### src/rtl/usb_rcu.sv
// usb_rcu: receive control unit; walks SYNC/PID/payload/EOP and tracks TOKEN -> DATA -> HANDSHAKE.
// Optional CRC5/CRC16 checking is compiled in when USB_RCU_CRC_CHECK_EN is defined.
module usb_rcu #(
    parameter int unsigned DATA_BYTES = 8,
    parameter logic [7:0]  SYNC_BYTE  = 8'h80
) (
    input  logic        clk,
    input  logic        n_rst,
    input  logic        d_edge,
    input  logic        byte_received,
    input  logic [7:0]  rcv_byte,
    input  logic        eop,
    output logic        receiving,
    output logic [3:0]  rcv_pid,
    output logic [63:0] rcv_data,
    output logic        token_valid,
    output logic        data_valid,
    output logic        handshake_ack,
    output logic        rcv_error,
    output logic [2:0]  err_code
);

    typedef enum logic [3:0] {
        IDLE, SYNC, PID, TOK_CRC, DATA, CRC_LO, CRC_HI, WAIT_EOP, DONE, ERROR
    } state_t;

    typedef enum logic [1:0] {PKT_TOKEN, PKT_DATA, PKT_HS} pkt_t;

    localparam logic [2:0] ERR_SYNC  = 3'd1;
    localparam logic [2:0] ERR_PID   = 3'd2;
    localparam logic [2:0] ERR_ABORT = 3'd3;
    localparam logic [2:0] ERR_EOP   = 3'd4;
    localparam logic [2:0] ERR_SEQ   = 3'd5;
    localparam logic [2:0] ERR_CRC   = 3'd6;
    localparam logic [2:0] LAST_BYTE = 3'(DATA_BYTES - 1);

    state_t     state, state_n;
    pkt_t       exp_q, pkt_q, pid_type;
    logic [2:0] byte_cnt;
    logic [2:0] err_n;
    logic       pid_legal, accept_pid, wr_data, go_err, crc_ok;

    always_comb begin
        pid_legal = 1'b0;
        pid_type  = PKT_TOKEN;
        if (rcv_byte[7:4] == ~rcv_byte[3:0]) begin
            case (rcv_byte)
                8'h1E: begin pid_legal = 1'b1; pid_type = PKT_TOKEN; end
                8'h3C: begin pid_legal = 1'b1; pid_type = PKT_DATA;  end
                8'h2D: begin pid_legal = 1'b1; pid_type = PKT_HS;    end
                default: ;
            endcase
        end
    end

    always_comb begin
        state_n    = state;
        go_err     = 1'b0;
        err_n      = 3'd0;
        accept_pid = 1'b0;
        wr_data    = 1'b0;
        case (state)
            IDLE:        if (d_edge) state_n = SYNC;
            DONE, ERROR: state_n = IDLE;
            default: begin
                // Abort beats eop, and eop beats a byte arriving in the same cycle.
                if (d_edge) begin
                    go_err = 1'b1;
                    err_n  = ERR_ABORT;
                end else if (eop) begin
                    if (state != WAIT_EOP) begin
                        go_err = 1'b1;
                        err_n  = ERR_ABORT;
                    end else if (!crc_ok) begin
                        go_err = 1'b1;
                        err_n  = ERR_CRC;
                    end else begin
                        state_n = DONE;
                    end
                end else if (byte_received) begin
                    case (state)
                        SYNC: begin
                            if (rcv_byte == SYNC_BYTE) state_n = PID;
                            else begin
                                go_err = 1'b1;
                                err_n  = ERR_SYNC;
                            end
                        end
                        PID: begin
                            if (!pid_legal) begin
                                go_err = 1'b1;
                                err_n  = ERR_PID;
                            end else if (pid_type != PKT_TOKEN && pid_type != exp_q) begin
                                go_err = 1'b1;
                                err_n  = ERR_SEQ;
                            end else begin
                                accept_pid = 1'b1;
                                case (pid_type)
                                    PKT_TOKEN: state_n = TOK_CRC;
                                    PKT_DATA:  state_n = DATA;
                                    default:   state_n = WAIT_EOP;
                                endcase
                            end
                        end
                        TOK_CRC: state_n = WAIT_EOP;
                        DATA: begin
                            wr_data = 1'b1;
                            if (byte_cnt == LAST_BYTE) state_n = CRC_LO;
                        end
                        CRC_LO: state_n = CRC_HI;
                        CRC_HI: state_n = WAIT_EOP;
                        WAIT_EOP: begin
                            go_err = 1'b1;
                            err_n  = ERR_EOP;
                        end
                        default: ;
                    endcase
                end
            end
        endcase
        if (go_err) state_n = ERROR;
    end

    always_ff @(posedge clk or negedge n_rst) begin
        if (!n_rst) state <= IDLE;
        else        state <= state_n;
    end

    always_ff @(posedge clk or negedge n_rst) begin
        if (!n_rst) begin
            exp_q     <= PKT_TOKEN;
            pkt_q     <= PKT_TOKEN;
            byte_cnt  <= 3'd0;
            rcv_pid   <= 4'd0;
            rcv_data  <= 64'd0;
            rcv_error <= 1'b0;
            err_code  <= 3'd0;
        end else begin
            if (state == IDLE && d_edge) begin
                rcv_error <= 1'b0;
                err_code  <= 3'd0;
            end
            if (go_err) begin
                rcv_error <= 1'b1;
                err_code  <= err_n;
                exp_q     <= PKT_TOKEN;
            end
            if (accept_pid) begin
                rcv_pid  <= rcv_byte[3:0];
                pkt_q    <= pid_type;
                byte_cnt <= 3'd0;
                if (pid_type == PKT_DATA) rcv_data <= 64'd0;
            end
            if (wr_data) begin
                rcv_data[{byte_cnt, 3'b000} +: 8] <= rcv_byte;
                byte_cnt <= byte_cnt + 3'd1;
            end
            if (state == DONE) begin
                case (pkt_q)
                    PKT_TOKEN: exp_q <= PKT_DATA;
                    PKT_DATA:  exp_q <= PKT_HS;
                    default:   exp_q <= PKT_TOKEN;
                endcase
            end
        end
    end

`ifdef USB_RCU_CRC_CHECK_EN
    logic [4:0]  crc5_q;
    logic [15:0] crc16_q, crc_rx_q;

    // Bit-serial LFSR steps, LSB of each byte first as it was on the wire.
    function automatic logic [4:0] crc5_byte(input logic [4:0] c, input logic [7:0] b);
        logic [4:0] r;
        r = c;
        for (int i = 0; i < 8; i++) begin
            if (r[4] ^ b[i]) r = {r[3:0], 1'b0} ^ 5'h05;
            else             r = {r[3:0], 1'b0};
        end
        return r;
    endfunction

    function automatic logic [15:0] crc16_byte(input logic [15:0] c, input logic [7:0] b);
        logic [15:0] r;
        r = c;
        for (int i = 0; i < 8; i++) begin
            if (r[15] ^ b[i]) r = {r[14:0], 1'b0} ^ 16'h8005;
            else              r = {r[14:0], 1'b0};
        end
        return r;
    endfunction

    always_ff @(posedge clk or negedge n_rst) begin
        if (!n_rst) begin
            crc5_q   <= 5'h1F;
            crc16_q  <= 16'hFFFF;
            crc_rx_q <= 16'd0;
        end else begin
            if (accept_pid) begin
                crc5_q  <= crc5_byte(5'h1F, rcv_byte);
                crc16_q <= 16'hFFFF;
            end
            if (wr_data) crc16_q <= crc16_byte(crc16_q, rcv_byte);
            if (byte_received) begin
                if (state == TOK_CRC) crc_rx_q       <= {11'd0, rcv_byte[4:0]};
                if (state == CRC_LO)  crc_rx_q[7:0]  <= rcv_byte;
                if (state == CRC_HI)  crc_rx_q[15:8] <= rcv_byte;
            end
        end
    end

    always_comb begin
        case (pkt_q)
            PKT_TOKEN: crc_ok = (~crc5_q == crc_rx_q[4:0]);
            PKT_DATA:  crc_ok = (~crc16_q == crc_rx_q);
            default:   crc_ok = 1'b1;
        endcase
    end
`else
    assign crc_ok = 1'b1;
`endif

    assign receiving     = !(state inside {IDLE, DONE, ERROR});
    assign token_valid   = (state == DONE) && (pkt_q == PKT_TOKEN);
    assign data_valid    = (state == DONE) && (pkt_q == PKT_DATA);
    assign handshake_ack = (state == DONE) && (pkt_q == PKT_HS);

endmodule

### config.mk
export PLATFORM = sky130hd
export DESIGN_NAME = usb_rcu
export DESIGN_NICKNAME = d
export VERILOG_FILES = /design/src/rtl/usb_rcu.sv
export SDC_FILE = /design/constraint.sdc
export NUM_CORES = 1
export LEC_CHECK = 0
export BUFFER_PORTS_ARGS = -buffer_cell sky130_fd_sc_hd__buf_2
export CORE_ASPECT_RATIO = 1.5
export CORE_MARGIN = 5
export CORE_UTILIZATION = 50
export CTS_BUF_LIST = sky130_fd_sc_hd__clkbuf_2
export CTS_CLUSTER_DIAMETER = 150
export DETAILED_ROUTE_END_ITERATION = 16
export PLACE_DENSITY = 0.81
export SYNTH_ARGS = -nofsm -noshare
export SYNTH_HDL_FRONTEND = slang
export SYNTH_SLANG_ARGS = --single-unit
### constraint.sdc
create_clock -name clk -period 3.01 [get_ports clk]
set_clock_uncertainty 0.1 [all_clocks]
set_input_delay 0.1505 -clock clk [delete_from_list [all_inputs] [get_ports clk]]
set_output_delay 0.1505 -clock clk [all_outputs]
set_load 0.02 [all_outputs]
==> results.yml <==
yosys:
  synthesis.area_um2: 3960
  yosys_warnings: 0
  syn_inst: 354
  synth_enable_flop_cells: 0
  avgSynthCellArea_um2: 11.2
  async_flop_share_pct: 100
  synth.net_count: 374
  yosysSeqAreaShare_pct: 52.4
  synth_cell_type_count: 60
  synth_top_flop_cell: "dfrtp_1"
  synth_top_area_cell: "dfrtp_1"
  synthTopCellsByArea: "dfrtp_1 (52%), a22o_1 (11%), nand2_1 (3.9%)"
  synth_seq_cells: 83
  yosys.area.top_type_share_pct: 52.4
floorplan:
  die_w_um: 82.7
  core_area_um2: 7660
  die_height_um: 119
  die-area_um2: 9840
  num_rows: 39
  start_util_pct: 51.7
  io_pins: 89
route:
  dr.pass1.iters: 5
  drc_errors: 0
  wirelength_um: 9940
  vias: 3181
  via_per_inst: 5.78
  drt.antenna.violating_nets: 0
  drtIter0Drc: 263
  post_drt_wl_per_cell_um: 18.1
global_route:
  grt_max_degree: 84
  antenna_found_initial: 0
  first_global_vias: 3183
  grtUsageTotal_pct: 21.6
  grt_pass1_wl_um: 16200
  gr-total-overflow: 0
critical_path:
  required_ps: 2760
  r2r_cells: 4
  r2r_start: "state[3]"
  worst_setup_path_start_kind: "flop"
  crit_fanout: 21
  r2r_end: "rcv_data[0]"
  end_kind: "primary output"
  worstSetupPathType: "flop to primary output"
  rrSetupSlack_ps: 480
  crit_arrival_ps: 2450
place:
  placed_cells: 524
  numPortBuffers: 88
  gp_congestion: 0.917
  placed_cell_area_um2: 4430
  dp_hpwl_um: 7050
sta:
  slew_headroom_pct: 31.3
  fin_crit_sh_pct: 89.8
  min_period_ps: 2700
  hold_viol: 0
  setup_viol: 0
  worst_pin_slew_ps: 1030
  fin_tns_setup_ps: 0
  rsz0062_at_grt: "no"
  slew_viol_final: 0
  timing.fmax_mhz: 370
pwr:
  fin_total_pwr_mw: 2.34
  p_leak_nw: 2.38
  peakVddDrop_mv: 0.405
  p_per_area_nw_per_um2: 507
run:
  max_cap_viol_count: 0
clocking:
  clock_latency_ps: 540
  clock_sinks: 83
  clkTransAtPathRegs_ps: 200
  cts-root-buf: "clkbuf_2"
  cts_buffer_depth: 2
  cts-resized-gates: 0
  cts.htree.levels: 3
  cts_tree: "done"
  numCtsBuffers: 9
layout:
  final_area_um2: 4620
  fill_cells: 646
  area_growth_pct: 16.6
  regArea_um2: 2080
  drive_above_1_share_pct: 28.3
  finalNetCount: 465
  layout.cells.non_filler: 550
  final_util_pct: 60.3
  multi_input_area_um2: 1740
  num_antenna_cells: 0
run_status:
  status: "completed"
hold_path:
  min_from: "byte_received"
  min_path_type: "primary input to flop"
  whs_path_depth: 5
  min_to: "err_code[0]"
per-layer routing:
metal	wire [um]	track usage (%)	vias to the layer above	part of all wire, %
met1	3800	25.6	1550	38
met5	0	0	-	0
li1	-	-	1495	-
met4	281	8.90	0	2.8
met2	5280	36.8	110	53
met3	585	4.98	26	5.9
metrics by stage:
stage	setup slack (ps)	hold WS [ps]
CTS	257	45.1
floorplan	635	-245
finish	307	79.8
global placement	461	276
detailed placement	441	302
global route	117	64.0
synthesized netlist by cell type (3+ instances only):
cell type	n
dfrtp_1	83
and3_1	3
nand2b_1	6
o22ai_1	3
a21o_1	5
nor2b_1	5
nand4bb_1	3
a22o_1	48
nor3_1	3
nor3_2	3
nand3_1	16
nand4_1	3
a21oi_1	10
o21ai_0	14
a21boi_1	3
mux2_2	3
a31oi_1	3
buf_2	11
a21boi_2	3
inv_1	6
ha_1	7
nor3b_1	5
clkbuf_1	6
nor2_1	14
nand2_1	41
worst max path at each step:
| stage | to | slack, ps | from | depth (start not counted) |
|---|---|---|---|---|
| final | data_valid | 310 | state[2] | 4 |
| after global routing | data_valid | 120 | state[2] | 4 |
| after CTS | data_valid | 260 | state[2] | 4 |
| after detailed placement | rcv_data[0] | 440 | state[3] | 4 |
| after global placement | rcv_data[4] | 460 | state[3] | 4 |
| after floorplan | rcv_data[12] | 630 | byte_cnt[0] | 7 |
critical path, stage by stage, from the launching register on:
cell,delay (ps)
dfrtp_1,690
nand2b_1,300
or3_1,410
nor3b_1,290
buf_2,220
final cells by class:
type | instances | share of cell area [%]
clock inverter | 3 | 0.379
multi-input combinational | 243 | 37.7
timing repair buffer | 102 | 12.5
inverter | 6 | 0.487
sequential | 83 | 44.9
clock buffer | 11 | 1.19
tap | 102 | 2.76
cells in the final DEF, fill, tap and decap left out, drive strengths merged, types with 2 or more instances in the layout:
cell type / n
nand2: 41
nor2b: 5
a21o: 5
buf: 90
o21ai: 14
o21bai: 2
a21boi: 8
nor2: 14
mux2i: 2
nand4bb: 3
a21oi: 12
nor4: 3
mux2: 3
nor3b: 5
or3: 2
nand4: 3
clkbuf: 11
dfrtp: 83
inv: 6
a211o: 2
nand3: 17
nand2b: 6
clkinv: 2
nor4b: 3
dlygate4sd3: 12
a22o: 48
nor3: 6
nand3b: 2
ha: 7
a211oi: 3
and3: 3
o2111ai: 2
o22ai: 3
a31oi: 3
where the power goes:
group,internal [mW],switching (mW)
Combinational,0.254,0.366
Clock,0.104,0.355
Sequential,1.17,0.0975
Total,1.52,0.818
kinds of logic after synthesis:
family | after synthesis | share of synthesized area [%]
adders and majority gates | 7 | 2.21
AOI/OAI and AO/OA | 108 | 22.5
buffers and inverters | 28 | 3.57
xor gates and xnor gates | 2 | 0.442
and+or+nand+nor | 121 | 17.5
DFF | 83 | 52.4
muxes | 5 | 1.36
sequential cells by signal, indices dropped and copies added, names as in the netlist:
name       flops
byte_cnt       3
err_code       3
exp_q          2
pkt_q          2
rcv_data      64
rcv_error      1
rcv_pid        4
state          4
what timing repair did:
item,CTS,global route
endpoints found under the setup margin,0,0
setup buffers,0,0
hold endpoints to repair,154,0
hold buffers,12,0
Note: power is estimated with default switching activity, not from simulation.
